$ cat src/rtl/comp_pkg.sv
// rtl/comp_pkg.sv - one-hot compare encodings and operand extension helper for comp_pipe
package comp_pkg;

    typedef logic [2:0] cmp_res_t;

    localparam cmp_res_t CMP_GT      = 3'b100;
    localparam cmp_res_t CMP_LT      = 3'b010;
    localparam cmp_res_t CMP_EQ      = 3'b001;
    localparam int       MAX_LATENCY = 8;

    // Bit prepended above the operand MSB: the sign in signed mode, zero otherwise.
    function automatic logic cmp_sext(input logic msb, input logic signed_mode);
        return msb & signed_mode;
    endfunction

endpackage

$ cat src/rtl/comp_cell.sv
// rtl/comp_cell.sv - combinational single-lane signed/unsigned magnitude compare
module comp_cell
    import comp_pkg::*;
#(
    parameter int DATAWIDTH = 8
)
(
    input  logic [DATAWIDTH-1:0] i_a,
    input  logic [DATAWIDTH-1:0] i_b,
    input  logic                 i_signed_mode,
    output cmp_res_t             o_res
);

    logic signed [DATAWIDTH:0] w_a_ext;
    logic signed [DATAWIDTH:0] w_b_ext;

    // One extra bit lets a single signed comparator serve both modes.
    assign w_a_ext = {cmp_sext(i_a[DATAWIDTH-1], i_signed_mode), i_a};
    assign w_b_ext = {cmp_sext(i_b[DATAWIDTH-1], i_signed_mode), i_b};

    always_comb begin
        if (w_a_ext > w_b_ext) begin
            o_res = CMP_GT;
        end else if (w_a_ext < w_b_ext) begin
            o_res = CMP_LT;
        end else begin
            o_res = CMP_EQ;
        end
    end

endmodule

$ cat src/rtl/comp_pipe.sv
// rtl/comp_pipe.sv - multi-channel pipelined comparator with valid/ready on both sides
// Define COMP_MINMAX_EN to add per-channel running min/max trackers of operand a.
module comp_pipe
    import comp_pkg::*;
#(
    parameter int DATAWIDTH = 8,
    parameter int NUM_CH    = 4,
    parameter int LATENCY   = 2
)
(
    input  logic                        i_clk,
    input  logic                        i_rst,
    input  logic                        i_in_valid,
    output logic                        o_in_ready,
    input  logic [NUM_CH*DATAWIDTH-1:0] i_a,
    input  logic [NUM_CH*DATAWIDTH-1:0] i_b,
    input  logic                        i_signed_mode,
    output logic                        o_out_valid,
    input  logic                        i_out_ready,
    output logic [NUM_CH-1:0]           o_gt,
    output logic [NUM_CH-1:0]           o_lt,
    output logic [NUM_CH-1:0]           o_eq
`ifdef COMP_MINMAX_EN
    ,
    input  logic                        i_stat_clr,
    output logic [NUM_CH*DATAWIDTH-1:0] o_min_a,
    output logic [NUM_CH*DATAWIDTH-1:0] o_max_a
`endif
);

`ifdef COMP_MINMAX_EN
    localparam int PW = 3*NUM_CH + NUM_CH*DATAWIDTH + 1;
`else
    localparam int PW = 3*NUM_CH;
`endif

    logic                w_adv;
    cmp_res_t            w_res [NUM_CH];
    logic [NUM_CH-1:0]   w_gt;
    logic [NUM_CH-1:0]   w_lt;
    logic [NUM_CH-1:0]   w_eq;
    logic [PW-1:0]       w_pay_in;
    logic [LATENCY-1:0]  w_vld_nxt;
    logic [PW-1:0]       w_pay_nxt [LATENCY];
    logic [LATENCY-1:0]  r_vld;
    logic [PW-1:0]       r_pay [LATENCY];

    assign w_adv       = !r_vld[LATENCY-1] || i_out_ready;
    assign o_in_ready  = w_adv;
    assign o_out_valid = r_vld[LATENCY-1];
    assign {o_gt, o_lt, o_eq} = r_pay[LATENCY-1][3*NUM_CH-1:0];

    for (genvar ch = 0; ch < NUM_CH; ch++) begin : g_cell
        comp_cell #(.DATAWIDTH(DATAWIDTH)) u_cell (
            .i_a           (i_a[ch*DATAWIDTH +: DATAWIDTH]),
            .i_b           (i_b[ch*DATAWIDTH +: DATAWIDTH]),
            .i_signed_mode (i_signed_mode),
            .o_res         (w_res[ch])
        );
        assign w_gt[ch] = (w_res[ch] == CMP_GT);
        assign w_lt[ch] = (w_res[ch] == CMP_LT);
        assign w_eq[ch] = (w_res[ch] == CMP_EQ);
    end

`ifdef COMP_MINMAX_EN
    assign w_pay_in = {i_signed_mode, i_a, w_gt, w_lt, w_eq};
`else
    assign w_pay_in = {w_gt, w_lt, w_eq};
`endif

    always_comb begin
        w_vld_nxt[0] = i_in_valid;
        w_pay_nxt[0] = w_pay_in;
        for (int s = 1; s < LATENCY; s++) begin
            w_vld_nxt[s] = r_vld[s-1];
            w_pay_nxt[s] = r_pay[s-1];
        end
    end

    // Payload only loads behind a valid beat, so results hold across bubbles.
    always_ff @(posedge i_clk or posedge i_rst) begin
        if (i_rst) begin
            r_vld <= '0;
            for (int s = 0; s < LATENCY; s++) begin
                r_pay[s] <= '0;
            end
        end else if (w_adv) begin
            r_vld <= w_vld_nxt;
            for (int s = 0; s < LATENCY; s++) begin
                if (w_vld_nxt[s]) begin
                    r_pay[s] <= w_pay_nxt[s];
                end
            end
        end
    end

`ifdef COMP_MINMAX_EN
    logic [NUM_CH*DATAWIDTH-1:0] w_out_a;
    logic                        w_out_mode;
    logic                        w_xfer;

    assign {w_out_mode, w_out_a} = r_pay[LATENCY-1][PW-1:3*NUM_CH];
    assign w_xfer = r_vld[LATENCY-1] && i_out_ready;

    for (genvar ch = 0; ch < NUM_CH; ch++) begin : g_trk
        logic                 r_seen;
        logic [DATAWIDTH-1:0] r_min;
        logic [DATAWIDTH-1:0] r_max;
        logic [DATAWIDTH-1:0] w_lane;
        cmp_res_t             w_vs_min;
        cmp_res_t             w_vs_max;

        assign w_lane = w_out_a[ch*DATAWIDTH +: DATAWIDTH];

        comp_cell #(.DATAWIDTH(DATAWIDTH)) u_min_cmp (
            .i_a(w_lane), .i_b(r_min), .i_signed_mode(w_out_mode), .o_res(w_vs_min)
        );
        comp_cell #(.DATAWIDTH(DATAWIDTH)) u_max_cmp (
            .i_a(w_lane), .i_b(r_max), .i_signed_mode(w_out_mode), .o_res(w_vs_max)
        );

        // Clear takes precedence, so a coincident transfer becomes the first sample.
        always_ff @(posedge i_clk or posedge i_rst) begin
            if (i_rst) begin
                r_seen <= 1'b0;
                r_min  <= '0;
                r_max  <= '0;
            end else if (w_xfer && (i_stat_clr || !r_seen)) begin
                r_seen <= 1'b1;
                r_min  <= w_lane;
                r_max  <= w_lane;
            end else if (i_stat_clr) begin
                r_seen <= 1'b0;
                r_min  <= '0;
                r_max  <= '0;
            end else if (w_xfer) begin
                if (w_vs_min == CMP_LT) r_min <= w_lane;
                if (w_vs_max == CMP_GT) r_max <= w_lane;
            end
        end

        assign o_min_a[ch*DATAWIDTH +: DATAWIDTH] = r_min;
        assign o_max_a[ch*DATAWIDTH +: DATAWIDTH] = r_max;
    end
`endif

endmodule
$ cat config.mk
export PLATFORM = sky130hd
export DESIGN_NAME = comp_pipe
export DESIGN_NICKNAME = d
export VERILOG_FILES = /design/src/rtl/comp_pkg.sv /design/src/rtl/comp_cell.sv /design/src/rtl/comp_pipe.sv
export SDC_FILE = /design/constraint.sdc
export NUM_CORES = 1
export LEC_CHECK = 0
export ABC_AREA = 1
export CORE_MARGIN = 3
export CORE_UTILIZATION = 51
export CTS_CLUSTER_SIZE = 20
export DETAILED_ROUTE_END_ITERATION = 10
export GPL_TIMING_DRIVEN = 0
export PLACE_DENSITY = 0.87
export RECOVER_POWER = 100
export SKIP_LAST_GASP = 1
export SLEW_MARGIN = 20
export SYNTH_ARGS = -nofsm -noshare
export SYNTH_HDL_FRONTEND = slang
export SYNTH_HIERARCHICAL = 1
export SYNTH_SLANG_ARGS = --single-unit
$ cat constraint.sdc
create_clock -name i_clk -period 1.5 [get_ports i_clk]
set_input_delay 0.3 -clock i_clk [delete_from_list [all_inputs] [get_ports i_clk]]
set_output_delay 0.3 -clock i_clk [all_outputs]
set_load 0.02 [all_outputs]
==> results of run 1 <==
## timing repair
action / in CTS / in global routing
resized for setup: 170 / 181
pin swaps: 86 / 105
setup endpoints to repair: 26 / 13
buffers inserted: 4 / 4
## logic make-up (layout without fill, tap and decap cells)
family / count (synthesis) / in the layout / share of synthesized area
buffers and inverters: 96 / 188 / 0.1694
and+or+nand+nor: 216 / 216 / 0.4028
DFF: 26 / 26 / 0.2560
AOI/OAI and AO/OA: 6 / 6 / 0.01428
adders and majority gates: 32 / 32 / 0.1576
## flip-flops by register name, indices dropped and copies added (netlist names)
register / count
r_pay: 12
o_lt: 4
o_eq: 4
r_vld: 2
o_gt: 4
## worst min path at each step
stage | slack, ns | endpoint | depth (start not counted) | start
finish | 0.47 | o_gt[2]$_DFFE_PP0P_ | 2 | o_gt[2]$_DFFE_PP0P_
global placement | 0.46 | o_lt[0]$_DFFE_PP0P_ | 2 | o_lt[0]$_DFFE_PP0P_
detailed placement | 0.46 | o_lt[1]$_DFFE_PP0P_ | 2 | o_lt[1]$_DFFE_PP0P_
global route | 0.50 | o_lt[0]$_DFFE_PP0P_ | 2 | o_lt[0]$_DFFE_PP0P_
CTS | 0.48 | o_lt[1]$_DFFE_PP0P_ | 2 | o_lt[1]$_DFFE_PP0P_
floorplan | 0.34 | o_eq[0]$_DFFE_PP0P_ | 1 | i_rst
## per-stage QoR
| stage | cell area, um2 | util |
|---|---|---|
| 5_1_grt | 3950 | 0.8308 |
| 3_3_place_gp | 3446 | 0.7247 |
| 4_1_cts | 3804 | 0.8000 |
| 3_5_place_dp | 3446 | 0.7247 |
| 2_1_floorplan | 2541 | - |
| 6_report | 3950 | 0.8308 |
## cells in the mapped netlist, drive strengths merged
master  count
nand2     140
inv        71
nand3      40
ha         32
dfrtp      26
nor2       24
buf        17
clkinv      8
a21oi       4
and2        4
nand4       4
nor3b       4
a21boi      1
o21ai       1
## worst max-delay path, cell delays in order
cell and delay, ns:
sky130_fd_sc_hd__dlygate4sd2_1 0.23, sky130_fd_sc_hd__inv_2 0.06, sky130_fd_sc_hd__ha_4 0.26, sky130_fd_sc_hd__nand4_1 0.10, sky130_fd_sc_hd__nor3b_2 0.29, sky130_fd_sc_hd__and2_4 0.22
sky130_fd_sc_hd__nand2_2 0.07, sky130_fd_sc_hd__nor2_2 0.12, sky130_fd_sc_hd__nand2_1 0.06, sky130_fd_sc_hd__nand2_1 0.07
## power groups by stage
stage | registers (mW) | logic [mW] | clock network (mW)
after floorplan | 0.876 | 0.665 | 0
after global placement | 0.879 | 1.05 | 0
after global routing | 0.888 | 1.45 | 0.398
after detailed placement | 0.887 | 1.09 | 0
final | 0.873 | 1.32 | 0.374
after CTS | 0.875 | 1.13 | 0.375
## layout make-up
class                   instances  area, um2
well taps                      67      83.83
flip-flops and latches         26      650.6
repair buffers                 90      608.1
inverters                      79      306.5
fillers                       309      804.5
multi-input cells             254       2145
clock buffers                   3      41.29
plain buffers                  16      115.1
## layer usage
metal	vias up	wire [um]	part of all wire
li1	1320	-	-
met1	1251	2630	0.36
met2	112	4017	0.55
met3	31	364	0.050
met4	0	269	0.037
met5	-	0	0
==> results summary, run 1 <==
Dividing the final minimum period by the clock period gives 1.055. Of the total power, registers draw 0.341. The register bit total from synthesis came out at 26. The number of warnings issued by yosys came out at 6. The most utilized layer in the global route result is met2. In this run the critical register-to-register path is captured at o_gt[3]$_DFFE_PP0P_. The met2 usage in global routing came out at 0.4148. The minimum clock period is between 1.5 and 2 ns. At the end of routability-driven placement, the weighted congestion stood at 0.7542. The worst-case setup slack after placement came out at -0.6444 ns. The internal power of the cells totals approximately 1.6 mW. On the final layout, the worst hold slack is 0.4730 ns.

Max-cap violations in this run came to 0. Entering global routing, the biggest net connects 27 pins. The number of standard cells in the final layout excluding fillers is 535. The count of endpoints failing setup in the final report came out at 3. The share of post-route cells with drive strength above 1 is 0.5214. The headroom to the max-slew limit is 0.3773. The clock network fraction of total power came out at 0.146. The initial utilization of the core area, before any placement, comes to 0.5345.

Following the worst setup path forward leads to its endpoint at r_pay[15]$_DFFE_PP0P_. The count of hold buffers inserted by post-cts repair came out at 0. For this run, global-route usage on met3 was measured as 0.02719. The per-cell routed wire length came out at approximately 14 um. The sum of routed wire length over all layers is roughly 7.3 mm. The number of antenna violations at the first check in global routing is 0.

The worst clock skew is 0.004488 ns. The first-pass GRT wire length is between 10 and 15 mm. The cell count after placement came out at 525. The per-cell via count in the routed design is around 5.1. A synthesized cell averages 6.758 um2. Dividing total power by cell area gives a power density of 648.9 nW/um2. The flow ran to the end, but the final reports show violations. The pin slew with the least headroom to its limit is roughly 0.93 ns. The worst-case reg-to-reg path depth came out at 6. The clock reaches the later pin of the worst-skew pair after between 0.2 and 0.3 ns. The area of the mapped netlist came out at ~2500 um2.

The total clock buffers created by CTS is 3. The count of input and output buffers is 82. The switching power of the nets came out at slightly below 1 mW. VDD sags by at most between 300 and 400 uV. In this run the worst setup path begins at i_b[29]. The share of Yosys cell area claimed by the top area cell type is 0.2560. The routing usage on met1 came out at 0.2270.

The total number of vias is about 2,700. The reg-to-reg critical path startpoint is r_vld[1]$_DFFE_PP0P_. The sum of internal, switching and leakage power came out at around 2.6 mW. The highest fanout seen on the critical path is 2. The final max-slew violation count came out at 0.

For this run, the register share of the synthesized area comes to 0.2560. In the routed design, unresolved DRC markers number 0. The required time of the critical path is between 1.5 and 2 ns. The diode insertion count for antenna repair is 0. The cell count after synthesis came out at between 300 and 400. The library cell used most frequently in the layout, excluding fill and tap cells, is sky130_fd_sc_hd__nand2_1.

The die outline width came out at 76.59 um. Data on the critical path arrives at its endpoint at about 1.8 ns. After the last flow step, the layout net total stands at approximately 570. The initial detailed-routing violation count is 124.

The core region is around 4800 um2. The setup slack of the worst register-to-register path came out at 0.25 ns. TritonCTS built the clock tree.

The maximum clock path buffer count came out at 2. The clock sink total is 26. The count of standard-cell rows is 25. The highest attainable clock frequency is 631.8 MHz. The cell type with the largest total area after synthesis is sky130_fd_sc_hd__dfrtp_1. The setup TNS is -0.1529 ns. By startpoint and endpoint, the worst setup path is classified as input port to flip-flop.

The final number of hold-violating endpoints is 0. The combined global-route utilization of all metal layers is 0.2118. The standby leakage power came out at approximately 2.2 nW. The cell sitting at the root of the clock tree is a sky130_fd_sc_hd__clkbuf_8. The area added between synthesis and finish came out at 55.44%. The height of the chip is roughly 77 um. The worst setup path is captured at a flip-flop.

The final global-route overflow total is 0. STA classifies the critical path startpoint as an input port. The CTS H-tree depth came out at 1. The number of unique standard cell types used by synthesis came out at 21. In the layout the commonest cells are 85 x sky130_fd_sc_hd__nand2_1, 49 x sky130_fd_sc_hd__clkbuf_2, 38 x sky130_fd_sc_hd__inv_2.

The smallest setup slack after layout is -0.08266 ns. The clock slew seen by the registers of the worst setup and hold paths is around 0.080 ns. The final reports fail on negative setup slack. The I/O pin total is 83. The floorplan die area came out at around 6000 um2. The path type of the worst min-delay path is flip-flop to flip-flop.

The part of the total power dissipated in combinational logic came out at 0.514. The net count after synthesis is about 480. The via count of the first global-routing pass came out at around 2,600. The number of iterations in the first detailed-routing pass is 4. The switching power as a share of total power came out at 0.3834. Once detailed placement completed, the half-perimeter wirelength came to approximately 4.4 mm. The count of antenna-violating nets left after detailed routing is 0. In the post-synthesis netlist, the biggest area contributors are sky130_fd_sc_hd__dfrtp_1 26%, sky130_fd_sc_hd__nand2_1 17%, sky130_fd_sc_hd__ha_1 16%.
Power figures use the tool's default switching activity.
==> run 2: changes to the inputs <==
ABC_AREA = unset   (was 1)
CORE_UTILIZATION = 49   (was 51)
==> run 2 against run 1 <==
The flow still finishes with violations (negative setup slack); area after synthesis shrank 10%; clock skew shrank 0.0026 ns; non-clock buffer count is the same; final area grew 1.9%; critical path type unchanged.
==> results summary, run 2 <==
The commonest cells after synthesis are 34 x sky130_fd_sc_hd__inv_1, 32 x sky130_fd_sc_hd__ha_1, 26 x sky130_fd_sc_hd__dfrtp_1, 19 x sky130_fd_sc_hd__mux2_4, 16 x sky130_fd_sc_hd__a21oi_1. The final max-slew violation count was 0 (unchanged). The number of enable flip-flop cells after synthesis was 0 (unchanged).

The CTS tree is yes. The total clock buffers created by CTS came out at 3 (unchanged). The number of standard cells in the final layout excluding fillers was 362 (-32%). The cell area power density is 726.4 nW/um2 (+12%). The total number of vias came out at 2,021 (-26%). The area added between synthesis and finish came out at 76.66%. The detailed placement HPWL came to 3.952 mm (-9.5%). The clock slew seen by the registers of the worst setup and hold paths came out at 0.09 ns (about the same). The first-pass GRT wire length is 10.43 mm (-1.1%).

The count of antenna-violating nets left after detailed routing is 0 (unchanged). The diode insertion count for antenna repair came out at 0 (unchanged). The number of flip-flops in the largest register is 12 (unchanged).

The max-capacitance violation count is 0 (unchanged). The combined global-route utilization of all metal layers is 0.2500 (+0.03816). The setup slack of the worst register-to-register path is 0.06 ns (-0.19 ns). Summed over all instances, the cell type with the most area after synthesis is sky130_fd_sc_hd__dfrtp_1. The share of synthesized registers carrying an async set or reset was 1.000 (unchanged). The highest attainable clock frequency is 556.2 MHz (-12%). The most used flip-flop cell after synthesis is sky130_fd_sc_hd__dfrtp_1. The cell count after placement came to 349 (-34%). The maximum clock path buffer count came out at 2 (unchanged). The most used standard cell by instance count after synthesis is sky130_fd_sc_hd__inv_1. The number of iterations in the first detailed-routing pass is 4 (unchanged). The minimum clock period came out at 1.798 ns (+0.2151 ns). The share of the cycle needed by the critical path after routing came out at 1.199 (+0.1434).

The largest net degree at the start of global routing came out at 27 (unchanged). The via count of the first global-routing pass is 2,206 (-15%). The register bit total from synthesis is 26 (unchanged).

The share of post-route cells with drive strength above 1 is 0.7000 (+0.1786). The final global-route overflow total is 0 (unchanged). The length of routed met3 wiring is 288 um (-21%). The area of the mapped netlist is 2278 um2 (-10%).

The floorplan die area is 5504 um2 (-6.2%). Sorting the synthesized cells by area gives the leading types as sky130_fd_sc_hd__dfrtp_1 29%, sky130_fd_sc_hd__ha_1 18%, sky130_fd_sc_hd__mux2_4 13%. The standby leakage power is 1.806 nW (-17%). The startpoint identified for the worst register-to-register timing path is r_vld[1]$_DFFE_PP0P_.

The count of endpoints failing setup in the final report came out at 23 (+20). The library cell used most frequently in the layout, excluding fill and tap cells, is sky130_fd_sc_hd__ha_4. The arrival time of data at the critical path endpoint came out at 1.97 ns (+0.18 ns). The sum of routed wire segments on met1 is 2.569 mm (-2.3%).

The per-cell routed wire length is 18.20 um (+34%). The CTS H-tree depth is 1 (unchanged). The per-cell via count in the routed design came to 5.583 (+10%). The post-synthesis average cell area came out at 10.60 um2 (+57%). The headroom to the max-slew limit came out at 0.3537 (-0.02355). The highest fanout seen on the critical path was 3 (+1). The sum of internal, switching and leakage power is 2.924 mW (+14%).

The count of hold buffers inserted by post-cts repair is 0 (unchanged). The clock sink total came out at 26 (unchanged). The source-to-sink clock delay at the later pin of the worst-skew pair came out at 0.28 ns (+0.02 ns). The count of input and output buffers is 82 (unchanged). The smallest setup slack after layout came to -0.2978 ns (-0.2151 ns). Setup repair after global routing could not meet its margin everywhere. The routed length on met2 came out at 3.581 mm (-11%). The sum of routed wire length over all layers came out at 6.588 mm (-9.5%).

The nature of the critical path endpoint is a flip-flop. The height of the chip came to 74.19 um (-3.1%). The sort of element at the start of the critical path is an input port. The starting utilization of the core area is 0.5162 (-0.01832). The top layer reached by signal wires is met4. The net count after synthesis came out at 316 (-34%).

The final reports fail on negative setup slack. The DRC violation count after routing was 0 (unchanged). CTS placed an instance of sky130_fd_sc_hd__clkbuf_8 at the clock tree root. Tracing the worst setup path back leads to its startpoint at i_b[2]. The die outline width is 74.19 um (-3.1%). The worst clock skew came out at 0.001878 ns (-0.002610 ns).

The routability congestion estimate from global placement came out at 0.7649 (+1.4%). The maximum ir drop on the vdd rail was 439.8 uV (+17%). The number of instances in the synthesized netlist is 215 (-43%). The worst setup path is of the input port to flip-flop kind. The number of unique standard cell types used by synthesis came out at 24 (+14%). The number of warnings issued by yosys came out at 6 (unchanged). The final number of hold-violating endpoints is 0 (unchanged). The pin slew with the least headroom to its limit is 0.9684 ns (+0.03529 ns).

The share of Yosys cell area claimed by the top area cell type is 0.2856 (+0.02953). The number of antenna violations at the first check in global routing is 0 (unchanged). The worst-case setup slack after placement is -0.9441 ns (-0.2997 ns). The I/O pin total was 83 (unchanged).

The sequential area share after synthesis came out at 0.2856 (+0.02953). The run finished, with violations left. The library cells used most frequently in the layout, excluding fill and tap cells, are 28 x sky130_fd_sc_hd__ha_4, 26 x sky130_fd_sc_hd__dfrtp_1, 24 x sky130_fd_sc_hd__dlygate4sd2_1.

In this run the most critical hold path is launched from r_vld[0]$_DFFE_PP0P_. The min-delay analysis places its worst path in the category flip-flop to flip-flop. The count of standard-cell rows came out at 24 (-4.0%). The placeable core area came out at 4414 um2 (-7.2%).

The worst hold margin is 0.5049 ns (+0.03189 ns). The number of nets at the end of the flow came to 413 (-28%). Ranked by flip-flop count, first place goes to r_pay.

The setup TNS came out at -3.340 ns (-3.187 ns). The required time of the critical path came to 1.67 ns (-0.03 ns). The initial detailed-routing violation count came out at 65 (-48%).
[run 2: layout make-up]
type / count / area, um2
Tap cell: 52 / 65.06
Multi-Input combinational cell: 141 / 2212
Timing Repair Buffer: 92 / 783.3
Buffer: 14 / 112.6
Clock buffer: 3 / 41.29
Sequential cell: 26 / 650.6
Inverter: 34 / 160.2
Fill cell: 167 / 389.1
[run 2: what timing repair did]
item | in CTS | in global routing
buffers inserted | 8 | 2
pin swaps | 63 | 7
setup endpoints to repair | 26 | 12
resized for setup | 319 | 11
[run 2: kinds of logic after synthesis]
group / share of synthesized area
simple gates: 0.1472
buf+inv: 0.1054
fa+ha+maj: 0.1757
mux: 0.1499
xor+xnor: 0.01537
compound gates: 0.1208
flops: 0.2856
[run 2: worst paths after layout]
kind / endpoint / depth (start not counted)
setup / recovery: r_pay[20]$_DFFE_PP0P_ / 10
hold / removal: r_vld[1]$_DFFE_PP0P_ / 2
setup reg to reg: o_gt[3]$_DFFE_PP0P_ / 4
hold reg to reg: r_vld[1]$_DFFE_PP0P_ / 2
max in group asynchronous: o_eq[1]$_DFFE_PP0P_ / 2
min in group asynchronous: r_pay[12]$_DFFE_PP0P_ / 2
[run 2: report_power, final]
part	switching, mW	leakage, nW	internal [mW]
combinational	0.705	1.44	0.865
sequential	0.0955	0.341	0.844
clock	0.233	0.0216	0.181
total	1.03	1.81	1.89
[run 2: metal layers]
| metal | vias up | global-route usage |
|---|---|---|
| met2 | 61 | 0.4557 |
| met5 | - | 0 |
| met4 | 0 | 0.08652 |
| li1 | 941 | - |
| met3 | 14 | 0.04865 |
| met1 | 1005 | 0.2908 |
[run 2: worst max-delay path, cell delays in order]
cell                       delay [ns]
sky130_fd_sc_hd__buf_6           0.07
sky130_fd_sc_hd__inv_4           0.03
sky130_fd_sc_hd__ha_4            0.27
sky130_fd_sc_hd__nand4_1         0.17
sky130_fd_sc_hd__buf_4           0.19
sky130_fd_sc_hd__nor4b_4         0.28
sky130_fd_sc_hd__buf_4           0.18
sky130_fd_sc_hd__a211oi_4        0.05
sky130_fd_sc_hd__nor3b_2         0.17
sky130_fd_sc_hd__mux2_4          0.27
[run 2: per-stage QoR]
stage                       util  area (um2)
after floorplan                -        2629
after global placement    0.7962        3515
after detailed placement  0.7962        3515
after CTS                 0.9008        3976
after global routing      0.9118        4025
final                     0.9118        4025
